<file path="src/rtl/bcast_router.sv">
// bcast_router: one input stream routed to noutputs independent FIFOs.
// Unicast writes one queue, broadcast writes all queues or none, and an
// out-of-range destination is accepted and counted as a drop.
module bcast_router #(
  parameter int nbits     = 32,
  parameter int noutputs  = 8,
  parameter int qdepth    = 2,
  parameter int cnt_nbits = 16
) (
  input  logic                 clk,
  input  logic                 reset,
  input  logic                 istream_val,
  input  logic [nbits-1:0]     istream_msg,
  input  logic                 istream_bcast,
  output logic                 istream_rdy,
  output logic                 ostream_val [0:noutputs-1],
  output logic [nbits-1:0]     ostream_msg [0:noutputs-1],
  input  logic                 ostream_rdy [0:noutputs-1],
  output logic [cnt_nbits-1:0] drop_count
);

  localparam int sw     = $clog2(noutputs);
  localparam int pw     = $clog2(qdepth);
  localparam int cw     = $clog2(qdepth + 1);
  localparam int nslots = 1 << sw;

  logic [nbits-1:0]    mem    [noutputs][qdepth];
  logic [pw-1:0]       rd_ptr [noutputs];
  logic [pw-1:0]       wr_ptr [noutputs];
  logic [cw-1:0]       occ    [noutputs];

  logic [sw-1:0]       dest;
  logic                dest_ok;
  logic [nslots-1:0]   full_slot;
  logic                all_room;
  logic                xfer;
  logic                drop_en;
  logic [noutputs-1:0] wr_en;
  logic [noutputs-1:0] rd_en;

  // Pointers wrap at qdepth, which need not be a power of two.
  function automatic logic [pw-1:0] ptr_inc(input logic [pw-1:0] p);
    return (p == pw'(qdepth - 1)) ? '0 : p + pw'(1);
  endfunction

  assign dest    = istream_msg[nbits-1 -: sw];
  assign dest_ok = (int'(dest) < noutputs);

  // Full flags padded out to every encodable destination, so unused codes read as not full.
  always_comb begin
    full_slot = '0;
    all_room  = 1'b1;
    for (int i = 0; i < noutputs; i++) begin
      full_slot[i] = (occ[i] == cw'(qdepth));
      if (full_slot[i]) all_room = 1'b0;
    end
  end

  // Ready depends only on message, broadcast flag and occupancy.
  always_comb begin
    if (istream_bcast)  istream_rdy = all_room;
    else if (dest_ok)   istream_rdy = ~full_slot[dest];
    else                istream_rdy = 1'b1;
  end

  assign xfer    = istream_val && istream_rdy;
  assign drop_en = xfer && !istream_bcast && !dest_ok;

  // Per-port write and read strobes.
  always_comb begin
    for (int i = 0; i < noutputs; i++) begin
      wr_en[i] = xfer && (istream_bcast || (dest_ok && (int'(dest) == i)));
      rd_en[i] = ostream_val[i] && ostream_rdy[i];
    end
  end

  // Queue storage, pointers and occupancy; reset clears everything immediately.
  always_ff @(posedge clk or negedge reset) begin
    if (!reset) begin
      for (int i = 0; i < noutputs; i++) begin
        for (int k = 0; k < qdepth; k++) mem[i][k] <= '0;
        rd_ptr[i] <= '0;
        wr_ptr[i] <= '0;
        occ[i]    <= '0;
      end
    end else begin
      for (int i = 0; i < noutputs; i++) begin
        if (wr_en[i]) begin
          mem[i][wr_ptr[i]] <= istream_msg;
          wr_ptr[i]         <= ptr_inc(wr_ptr[i]);
        end
        if (rd_en[i]) rd_ptr[i] <= ptr_inc(rd_ptr[i]);
        case ({wr_en[i], rd_en[i]})
          2'b10:   occ[i] <= occ[i] + cw'(1);
          2'b01:   occ[i] <= occ[i] - cw'(1);
          default: occ[i] <= occ[i];
        endcase
      end
    end
  end

  // Saturating drop counter for invalid destinations.
  always_ff @(posedge clk or negedge reset) begin
    if (!reset)                                drop_count <= '0;
    else if (drop_en && (drop_count != '1))    drop_count <= drop_count + cnt_nbits'(1);
  end

  // Outputs come straight from queue state: valid from occupancy, data from the head slot.
  always_comb begin
    for (int i = 0; i < noutputs; i++) begin
      ostream_val[i] = (occ[i] != '0);
      ostream_msg[i] = mem[i][rd_ptr[i]];
    end
  end

endmodule
</file>
<file path="config.mk">
export PLATFORM = sky130hd
export DESIGN_NAME = bcast_router
export DESIGN_NICKNAME = d
export VERILOG_FILES = /design/src/rtl/bcast_router.sv
export SDC_FILE = /design/constraint.sdc
export NUM_CORES = 1
export LEC_CHECK = 0
export CELL_PAD_IN_SITES_DETAIL_PLACEMENT = 1
export CELL_PAD_IN_SITES_GLOBAL_PLACEMENT = 1
export CORE_ASPECT_RATIO = 0.6
export CORE_MARGIN = 4
export CORE_UTILIZATION = 25
export DETAILED_ROUTE_END_ITERATION = 6
export GPL_ROUTABILITY_DRIVEN = 0
export PLACE_DENSITY = 0.46
export SYNTH_ARGS = -nofsm -noshare
export SYNTH_HDL_FRONTEND = slang
export SYNTH_SLANG_ARGS = --single-unit
export TNS_END_PERCENT = 1
</file>
<file path="constraint.sdc">
create_clock -name clk -period 4.9 [get_ports clk]
set_clock_uncertainty 0.15 [all_clocks]
set_input_delay 0.98 -clock clk [delete_from_list [all_inputs] [get_ports clk]]
set_output_delay 0.98 -clock clk [all_outputs]
set_load 0.1 [all_outputs]
</file>
==> metrics list, run 1 <==
* Sinks on Clock Net: roughly 540
- First-pass GRT wire length: approximately 120,000 um
* Final layout net count: between 1,500 and 2,000
- Max_slew headroom: approximately a quarter
- Dividing the synthesized area by the synthesized cell count gives approximately 15 um2.
- Synthesis-stage register bit count: about 540
- For this run, the top clock speed supported by timing is 224.2 MHz.
* Total number of H-tree levels: 2
* Routed via count: roughly 14,000
* DIE AREA: between 0.1 and 0.15 mm2
* Min Tclk post-route: about 4.5 ns
* DR WL/cell: 25.13 um
- Of all nets on the critical path, the largest fanout is 34.
- Number of port buffers: 308
- Violation count after the first detailed-route iteration: approximately 440
- Global routing finished with a remaining overflow of 0.
- Global routing used approximately 16% of the available tracks across all layers.
- Synthesis produced 1,607 cells.
* Post-detailed-placement half-perimeter wirelength: roughly 54,000 um
* Largest net degree at the start of global routing: roughly 110
- Req. time, crit path: between 3 and 4 ns
- Outcome: finished clean
- Resized cells post-CTS: 0
- STA puts the critical path data arrival time at between 3 and 4 ns.
* Floorplan Core Area: ~0.095 mm2
- Capturing element type of the critical path: output pin
- Summed over all layers, the routed wires come to roughly 80,000 um.
* Effective utilization at floorplan: 25.41%
- Setup violations remaining at the end of the flow were counted as 0.
- From bottom edge to top edge, the die measures between 200 and 250 um.
- The number of hold-slack violations in the final timing report is 0.
- Across the whole layout, storage elements account for 0.01362 mm2.
* Via density: between 4 and 5
- Post-synthesis to final-layout area growth: 26.19%
- Sequential fraction of the synthesis area: between 50% and 60%
- Clock tree from TritonCTS: yes
- Adding up every negative setup slack in the final design gives 0 ns.
- Startpoint type of the worst setup path: flop
- Count of yosys warnings during synthesis: 0
- Clock transition at the registers of the reported paths: roughly 0.06 ns
- The number of clock buffers added by TritonCTS is 58.
- Horiz. Die Dim: ~410 um
- Number of global-route vias before repair: 15,760
- Slew Limit Fails: 0
- Flop2flop setup slack: roughly 1.7 ns
- Root buffer selected by CTS: sky130_fd_sc_hd__clkbuf_16
- Number of max-capacitance violations reported: 0
- Synthesized cell area: about 0.024 mm2
- Number of routed nets with antenna violations: 0
* Placement Rows: 87
- Share of post-route cells with drive strength above 1: between 50% and 60%
- Once the clock tree was built, the setup fixing pass inserted 0 buffers.
- Fill cell count: 9,763
- The longest clock path from root to sink contains 3 buffers.
- Share of the cycle needed by the critical path after routing: 91.02%
- I/O pins: roughly 330
* Number of antenna violations at the first check in global routing: 8
* Min-Delay Path Class: input port to asynchronous set/reset pin
- RSZ-0062 raised after global routing: false
- Tightest Pin Transition: between 1 and 1.5 ns
- In the final layout, the multi-input gates occupy between 0.009 and 0.01 mm2.
- The pre-antenna-repair detailed-routing pass consisted of 4 iterations.
- Hold bufs inserted after CTS: 0
- Type of the worst setup path: flop to output pin
- Distinct cells, synth: 39
- # DRC: 0
- Worst-Skew Late Latency: 0.64 ns
[flip-flops by register name, summed over array words and instances (netlist names)]
| name | flops |
|---|---|
| mem | 512 |
| rd_ptr | 8 |
| wr_ptr | 8 |
| occ | 16 |
[synth_stat cells, drive strengths merged]
| cell type | number | area share (%) |
|---|---|---|
| nor4 | 1 | 0.026 |
| nor2b | 6 | 0.16 |
| a21o | 6 | 0.19 |
| o21ai | 5 | 0.10 |
| a31oi | 1 | 0.088 |
| conb | 1 | 0.016 |
| o22ai | 4 | 0.10 |
| or2 | 9 | 0.23 |
| a2111o | 1 | 0.047 |
| xor2 | 16 | 0.58 |
| and2 | 9 | 0.23 |
| nor2 | 11 | 0.17 |
| ha | 8 | 0.42 |
| mux2 | 748 | 35 |
| a222oi | 1 | 0.042 |
| nor4bb | 1 | 0.042 |
| o21bai | 2 | 0.062 |
| nand2b | 1 | 0.026 |
| xnor2 | 24 | 0.87 |
| nand4 | 2 | 0.052 |
| and3b | 9 | 0.33 |
| nor3b | 2 | 0.062 |
| nand2 | 16 | 0.25 |
| o2bb2ai | 1 | 0.036 |
| a211o | 1 | 0.036 |
| clkbuf | 69 | 1.1 |
| a22o | 11 | 0.40 |
| and3 | 5 | 0.13 |
| inv | 10 | 0.16 |
| dfrtp | 544 | 57 |
| buf | 74 | 2.1 |
| nand3 | 8 | 0.27 |
[cell type report]
type	count	share of cell area (%)
inverters	10	0.1238
well taps	1246	5.140
multi-input cells	925	31.98
flip-flops and latches	544	44.92
diodes	2	0.01650
clock inverters	21	0.6766
clock buffers	87	5.743
repair buffers	364	11.40
[path summary, 6_finish.rpt]
kind                            startpoint          endpoint  cells after the start
worst max-delay path             rd_ptr[7]  ostream_msg[229]                      2
worst min-delay path                 reset          mem[441]                      1
worst max register to register     occ[15]          mem[210]                      8
worst min register to register     mem[47]           mem[47]                      1
max in group asynchronous            reset           mem[57]                      3
min in group clk                   mem[47]           mem[47]                      1
[stage by stage]
step / std cells / instance area, um2 / hold WS, ns / util (%) / worst slack (ns)
3_3_place_gp: 3089 / 28380 / 0.3123 / 30.00 / 0.4122
4_1_cts: 3197 / 30320 / 0.2433 / 32.06 / 0.2449
5_1_grt: 3197 / 30320 / 0.2381 / 32.06 / 0.2815
3_5_place_dp: 3089 / 28380 / 0.3215 / 30.00 / 0.3785
2_1_floorplan: 1622 / 24090 / 0.2981 / - / 0.8727
6_report: 3199 / 30330 / 0.1868 / 32.06 / 0.4401
[cell usage in the layout, fill, tap and decap left out, types with 10 or more instances in the layout]
| cell type | count |
|---|---|
| sky130_fd_sc_hd__clkbuf_8 | 16 |
| sky130_fd_sc_hd__buf_12 | 21 |
| sky130_fd_sc_hd__clkbuf_16 | 59 |
| sky130_fd_sc_hd__clkbuf_1 | 12 |
| sky130_fd_sc_hd__xnor2_1 | 24 |
| sky130_fd_sc_hd__dfrtp_1 | 536 |
| sky130_fd_sc_hd__conb_1 | 16 |
| sky130_fd_sc_hd__nor2_1 | 11 |
| sky130_fd_sc_hd__xor2_1 | 16 |
| sky130_fd_sc_hd__inv_1 | 10 |
| sky130_fd_sc_hd__nand2_1 | 16 |
| sky130_fd_sc_hd__clkdlybuf4s50_1 | 182 |
| sky130_fd_sc_hd__mux2_2 | 697 |
| sky130_fd_sc_hd__buf_4 | 160 |
| sky130_fd_sc_hd__a22o_1 | 11 |
| sky130_fd_sc_hd__mux2_1 | 51 |
| sky130_fd_sc_hd__clkinv_2 | 15 |
[cells by family after synthesis]
| logic type | synth area share (%) |
|---|---|
| AOI/OAI and AO/OA | 1.109 |
| xor gates and xnor gates | 1.458 |
| other | 0.01560 |
| and+or+nand+nor | 1.983 |
| DFF | 56.64 |
| muxes | 35.05 |
| adders and majority gates | 0.4165 |
| buffers and inverters | 3.332 |
[critical path, cell delays in order (launching register included)]
cell	delay, ns
sky130_fd_sc_hd__dfrtp_2	1.09
sky130_fd_sc_hd__mux2_2	0.39
sky130_fd_sc_hd__clkdlybuf4s50_1	1.16
[metal layers]
metal | global-route usage, % | routed length (um) | up-vias
met2 | 25.36 | 37290 | 248
met1 | 22.04 | 37880 | 7627
met4 | 3.040 | 1322 | 0
met5 | 0 | 0 | -
li1 | - | - | 6252
met3 | 3.004 | 3898 | 83
Power of run 1 is left out: the tool's default activity adds up to more than one toggle a clock period on the data nets, which glitch-free logic cannot reach.
==> run 2, diff against run 1 <==
--- a/config.mk
+++ b/config.mk
@@ -12,7 +12,7 @@
 export CORE_UTILIZATION = 25
 export DETAILED_ROUTE_END_ITERATION = 6
 export GPL_ROUTABILITY_DRIVEN = 0
-export PLACE_DENSITY = 0.46
+export PLACE_DENSITY = 0.48
 export SYNTH_ARGS = -nofsm -noshare
 export SYNTH_HDL_FRONTEND = slang
 export SYNTH_SLANG_ARGS = --single-unit
==> constraint.sdc (replaced) <==
create_clock -name clk -period 4 [get_ports clk]
set_clock_uncertainty 0.15 [all_clocks]
set_input_delay 0.8 -clock clk [delete_from_list [all_inputs] [get_ports clk]]
set_output_delay 0.8 -clock clk [all_outputs]
set_load 0.1 [all_outputs]
==> metrics list, run 2 (synthesis results as in run 1) <==
* Min Tclk post-route: approximately 3.5 ns
- Aggregate routed wire length: around 80,000 um
- Total number of H-tree levels: 2
- Leaving out fill and tap cells, the most frequent cell in the layout is sky130_fd_sc_hd__mux2_2.
* Final-report setup violation count: 0
- Type of the worst setup path: input port to output pin
- The detailed router finished its first iteration with 490 violations.
- Post-CTS setup-driven buffer insertion count: 0
- Share of the cycle needed by the critical path after routing: 88.21%
- Summed negative setup slack over all endpoints: 0 ns
- The floorplan has 87 rows.
- Slew Limit Fails: 0
* Post-detailed-placement half-perimeter wirelength: 55,490 um
- The die is roughly 250 um tall.
- In the routed design, unresolved DRC markers number 0.
- TritonCTS Buffers: 58
* Post-route insts no fill: about 3,200
- Register containing the most flip-flops in the final layout: mem
- Setup slack on the worst reg-to-reg path comes out at between 1 and 1.5 ns.
- Min-Delay Path Class: input port to asynchronous set/reset pin
- The count of nets left with antenna violations once routing finished came out at 0.
- The worst setup path is launched from an input port.
* Largest net degree at the start of global routing: 86
- Share of post-route cells with drive strength above 1: 58.64%
* Horiz. Die Dim: 408.3 um
* Number of flip-flops under the largest register name: about 500
* Hold bufs inserted after CTS: 0
- Number of iterations in the first detailed-routing pass: 4
* Clock tree from TritonCTS: yes
- Worst R2R Path Depth: 8
* Post-route worst setup slack: between 0.4 and 0.5 ns
- The area growth from synthesis to layout is 25.79%.
- Worst setup timing slack at the placement stage: 0.2215 ns
- In this run the deepest clock path goes through 3 buffers.
- Clock-pin slew was measured on the worst setup and hold paths at approximately 0.060 ns.
- Req. time, crit path: 3.05 ns
- Number of antenna violations at the first check in global routing: 5
* Via density: around 4.4
* Number of max-capacitance violations reported: 0
* Number of global-route vias before repair: 15,860
* Number of port buffers: a little over 300
- Total track usage: 15.50%
* Final hold vios: 0
- The largest registers in the layout are mem: 512 flops, occ: 16 flops.
* Effective utilization at floorplan: approximately 25%
- Number of instances in the placed design: a little over 3,000
* Worst-Skew Late Latency: ~0.62 ns
- GRT overflow: 0
* Worst Path Max Fanout: 10
* Top library cells by usage in the layout, fill and taps aside: sky130_fd_sc_hd__mux2_2 (697), sky130_fd_sc_hd__dfrtp_1 (536), sky130_fd_sc_hd__buf_4 (295)
* Resized cells post-CTS: 0
- First-pass GRT wire length: 114,900 um
* Routed via count: 14,210
- Data on the critical path arrives at its endpoint at about 2.6 ns.
- Clock tree synthesis found a total of ~540 sinks.
* Root buffer selected by CTS: sky130_fd_sc_hd__clkbuf_16
* Tightest Pin Transition: approximately 1.1 ns
- The run finished with clean final reports.
- Max_slew headroom: 25.48%
- RSZ-0062 raised after global routing: false
* Final layout net count: 1,969
- Highest clock rate: 283.4 MHz
- After detailed routing, the average wire length per cell comes to 24.83 um.
- STA classifies the critical path endpoint as an output pin.
- Floorplan Core Area: between 0.09 and 0.1 mm2
- DIE AREA: a little over 0.1 mm2
- Hold is met by between 0.03 and 0.04 ns.
* Endpoint of the worst register-to-register path: mem[379]
* I/O pins: 325
* Fill cell count: roughly 9,800
* Reg-to-reg startpoint: occ[15]
## run 2: critical path: stages
cell	delay (ns)
sky130_fd_sc_hd__clkdlybuf4s50_1	0.46
sky130_fd_sc_hd__buf_4	0.21
sky130_fd_sc_hd__and3b_1	0.16
sky130_fd_sc_hd__o21ai_0	0.21
sky130_fd_sc_hd__nand4_1	0.20
sky130_fd_sc_hd__and2_1	0.22
sky130_fd_sc_hd__nand2_1	0.13
sky130_fd_sc_hd__buf_12	0.19
## run 2: final cells by class
class | instances | area (um2) | share of cell area, %
antenna | 3 | 7.507 | 0.02483
sequential | 544 | 13620 | 45.06
multi-input combinational | 925 | 9706 | 32.10
clock buffer | 88 | 1745 | 5.773
tap | 1246 | 1559 | 5.157
clock inverter | 16 | 183.9 | 0.6084
timing repair buffer | 378 | 3371 | 11.15
inverter | 10 | 37.54 | 0.1242
## run 2: layer usage
layer | GRT usage (%) | part of all wire, %
met5 | 0 | 0
met2 | 25.57 | 47
met1 | 21.45 | 47
met3 | 2.644 | 4.6
met4 | 3.418 | 2.0
## run 2: worst max path at each step
stage	from	cells past startpoint	end	slack (ns)
global placement	istream_msg[29]	9	mem[462]	0.25
global route	istream_msg[30]	8	istream_rdy	0.34
finish	istream_msg[30]	8	istream_rdy	0.47
detailed placement	istream_msg[30]	9	mem[372]	0.22
CTS	rd_ptr[4]	3	ostream_msg[132]	0.35
floorplan	rd_ptr[4]	3	ostream_msg[159]	0.15
## run 2: through the flow
stage	utilization (%)	cell area [um2]
after floorplan	-	24090
after detailed placement	29.91	28300
after global placement	29.91	28300
final	31.96	30230
after global routing	31.95	30230
after CTS	31.95	30230
Power of run 2 is left out for the same reason.
==> run 3, diff against run 2 <==
--- a/config.mk
+++ b/config.mk
@@ -10,6 +10,7 @@
 export CORE_ASPECT_RATIO = 0.6
 export CORE_MARGIN = 4
 export CORE_UTILIZATION = 25
+export CTS_BUF_LIST = sky130_fd_sc_hd__clkbuf_4
 export DETAILED_ROUTE_END_ITERATION = 6
 export GPL_ROUTABILITY_DRIVEN = 0
 export PLACE_DENSITY = 0.48
==> constraint.sdc (replaced) <==
create_clock -name clk -period 4 [get_ports clk]
set_clock_uncertainty 0.15 [all_clocks]
set_input_delay 0.8 -clock clk [delete_from_list [all_inputs] [get_ports clk]]
set_output_delay 0.8 -clock clk [all_outputs]
set_load 0.05 [all_outputs]
==> metrics list, run 3 (synthesis results as in run 1) <==
- Clock transition at the registers of the reported paths: 0.07 ns
- The root buffer cell chosen for the clock tree is sky130_fd_sc_hd__clkbuf_4.
- The clock period could shrink to approximately 3.8 ns.
- Worst setup timing slack at the placement stage: approximately 0.25 ns
- For this block, the via count after detailed routing is approximately 15,000.
- Worst-Skew Late Latency: 0.99 ns
* Via density: 4.418
- Number of flip-flops under the largest register name: between 500 and 600
- Startpoint type of the worst setup path: flop
- Effective utilization at floorplan: ~25%
- The top cell types in the final layout, fill and taps aside, are sky130_fd_sc_hd__mux2_2 (697), sky130_fd_sc_hd__dfrtp_1 (536), sky130_fd_sc_hd__clkbuf_4 (227).
- Based on the critical path, the design can be clocked at up to around 260 MHz.
- Final layout net count: a little over 2,000
- After detailed routing, the average wire length per cell comes to between 20 and 25 um.
- TritonCTS built the clock tree.
- RSZ-0062 raised after global routing: false
- In this run the worst hold path is classified as input port to asynchronous set/reset pin.
- Adding up every negative setup slack in the final design gives 0 ns.
* Registers with the highest flip-flop counts: mem: 512 flops, occ: 16 flops
- First-pass GRT wire length: roughly 120,000 um
- Buffers inserted during clock tree synthesis total roughly 150.
- Share of the cycle needed by the critical path after routing: a little over nine tenths
- For the pin with the worst max-slew slack, the measured transition is 1.068 ns.
- The worst setup path is captured at an output pin.
* Post-detailed-placement half-perimeter wirelength: about 56,000 um
- Req. time, crit path: ~3.1 ns
- Most common library cell in the layout ignoring fill and taps: sky130_fd_sc_hd__mux2_2
* Sinks on Clock Net: ~540
- After the first detailed-routing iteration, the DRC count stood at between 500 and 600.
- The flow ran to the end, and the final reports show no timing, DRC or antenna violations.
- Register containing the most flip-flops in the final layout: mem
- Entering global routing, the biggest net connects 80 pins.
- GRT overflow: 0
- The critical path starts at rd_ptr[0].
- The initial antenna violation count was 7.
- In this run the core area contains 87 standard-cell rows.
- Post-synthesis to final-layout area growth: 28.33%
* Number of global-route vias before repair: approximately 17,000
- Number of max-capacitance violations reported: 0
- DIE AREA: ~0.10 mm2
- Before antenna repair, the detailed router went through 4 iterations.
* Post-route worst setup slack: approximately 0.19 ns
- Fill cell count: a little under 10,000
- Maximum number of buffers from clock root to sink: 3
* I/O pins: 325
- Registers take about 0.014 mm2.
- Horiz. Die Dim: approximately 410 um
* Worst Path Max Fanout: 22
* # DRC: 0
* Floorplan Core Area: 0.09459 mm2
- The routed design has around 83,000 um of wire.
- The worst setup path is of the flop to output pin kind.
- Total track usage: between 15 and 20%
* Max_slew headroom: 28.57%
- Number of routed nets with antenna violations: 0
- Total number of H-tree levels: 4
- Worst R2R Path Depth: 8
- The number of hold-slack violations in the final timing report came to 0.
* Multi-input combinational cell area: just under 0.01 mm2
- From bottom edge to top edge, the die measures 248.2 um.
- Final-report setup violation count: 0
- The post-route netlist has between 40% and 50% of its cells at a drive strength greater than 1.
- Reg-to-reg startpoint: occ[15]
- Buffers added to address setup during post-CTS repair amount to 0.
* Number of port buffers: 308
* Slew Limit Fails: 0
- STA puts the critical path data arrival time at around 2.9 ns.
[run 3: cell count changes in the layout (fill, tap and decap cells not counted), sizes merged, moves of 4 or more]
cell,before,now
diode,3,7
clkbuf,88,227
buf,328,77
clkdlybuf4s50,50,187
dlygate4sd2,0,119
[run 3: area by class of cell]
| type | instances | share of cell area, % |
|---|---|---|
| inverter | 10 | 0.1217 |
| clock buffer | 227 | 5.525 |
| timing repair buffer | 384 | 13.08 |
| clock inverter | 16 | 0.4787 |
| multi-input combinational | 925 | 31.47 |
| tap | 1246 | 5.055 |
| antenna | 7 | 0.05680 |
| sequential | 544 | 44.21 |
[run 3: worst paths after layout]
check | slack, ns | end
setup / recovery | 0.19 | ostream_msg[10]
hold / removal | 0.25 | mem[506]
setup reg to reg | 1.02 | mem[369]
hold reg to reg | 0.33 | mem[473]
max in group asynchronous | 2.28 | mem[79]
min in group clk | 0.33 | mem[473]
[run 3: critical path, stage by stage (launching register included)]
cell,delay (ns)
sky130_fd_sc_hd__dfrtp_2,0.36
sky130_fd_sc_hd__buf_4,0.36
sky130_fd_sc_hd__mux2_2,0.42
sky130_fd_sc_hd__clkdlybuf4s50_1,0.72
[run 3: metal layers]
layer / wire length [um] / vias up / GRT usage (%)
met2: 38250 / 313 / 26.16
li1: - / 6528 / -
met5: 0 / - / 0
met4: 1597 / 0 / 5.301
met1: 38820 / 7891 / 22.34
met3: 3873 / 107 / 3.388
[run 3: what timing repair did]
item / CTS / global route
endpoints found under the setup margin: 141 / 0
hold buffers: 1 / 0
endpoints found under the hold margin: 73 / 0
resized for setup: 124 / 0
[run 3: per-stage QoR]
step | hold WS [ns] | instance area [um2] | utilization (%) | std cells
global placement | 0.3116 | 29100 | 30.76 | 3108
global route | 0.2196 | 30830 | 32.59 | 3354
floorplan | 0.2981 | 24090 | - | 1622
finish | 0.2491 | 30840 | 32.60 | 3359
CTS | 0.1127 | 30820 | 32.59 | 3352
detailed placement | 0.3198 | 29100 | 30.76 | 3108
Power of run 3 is left out for the same reason.
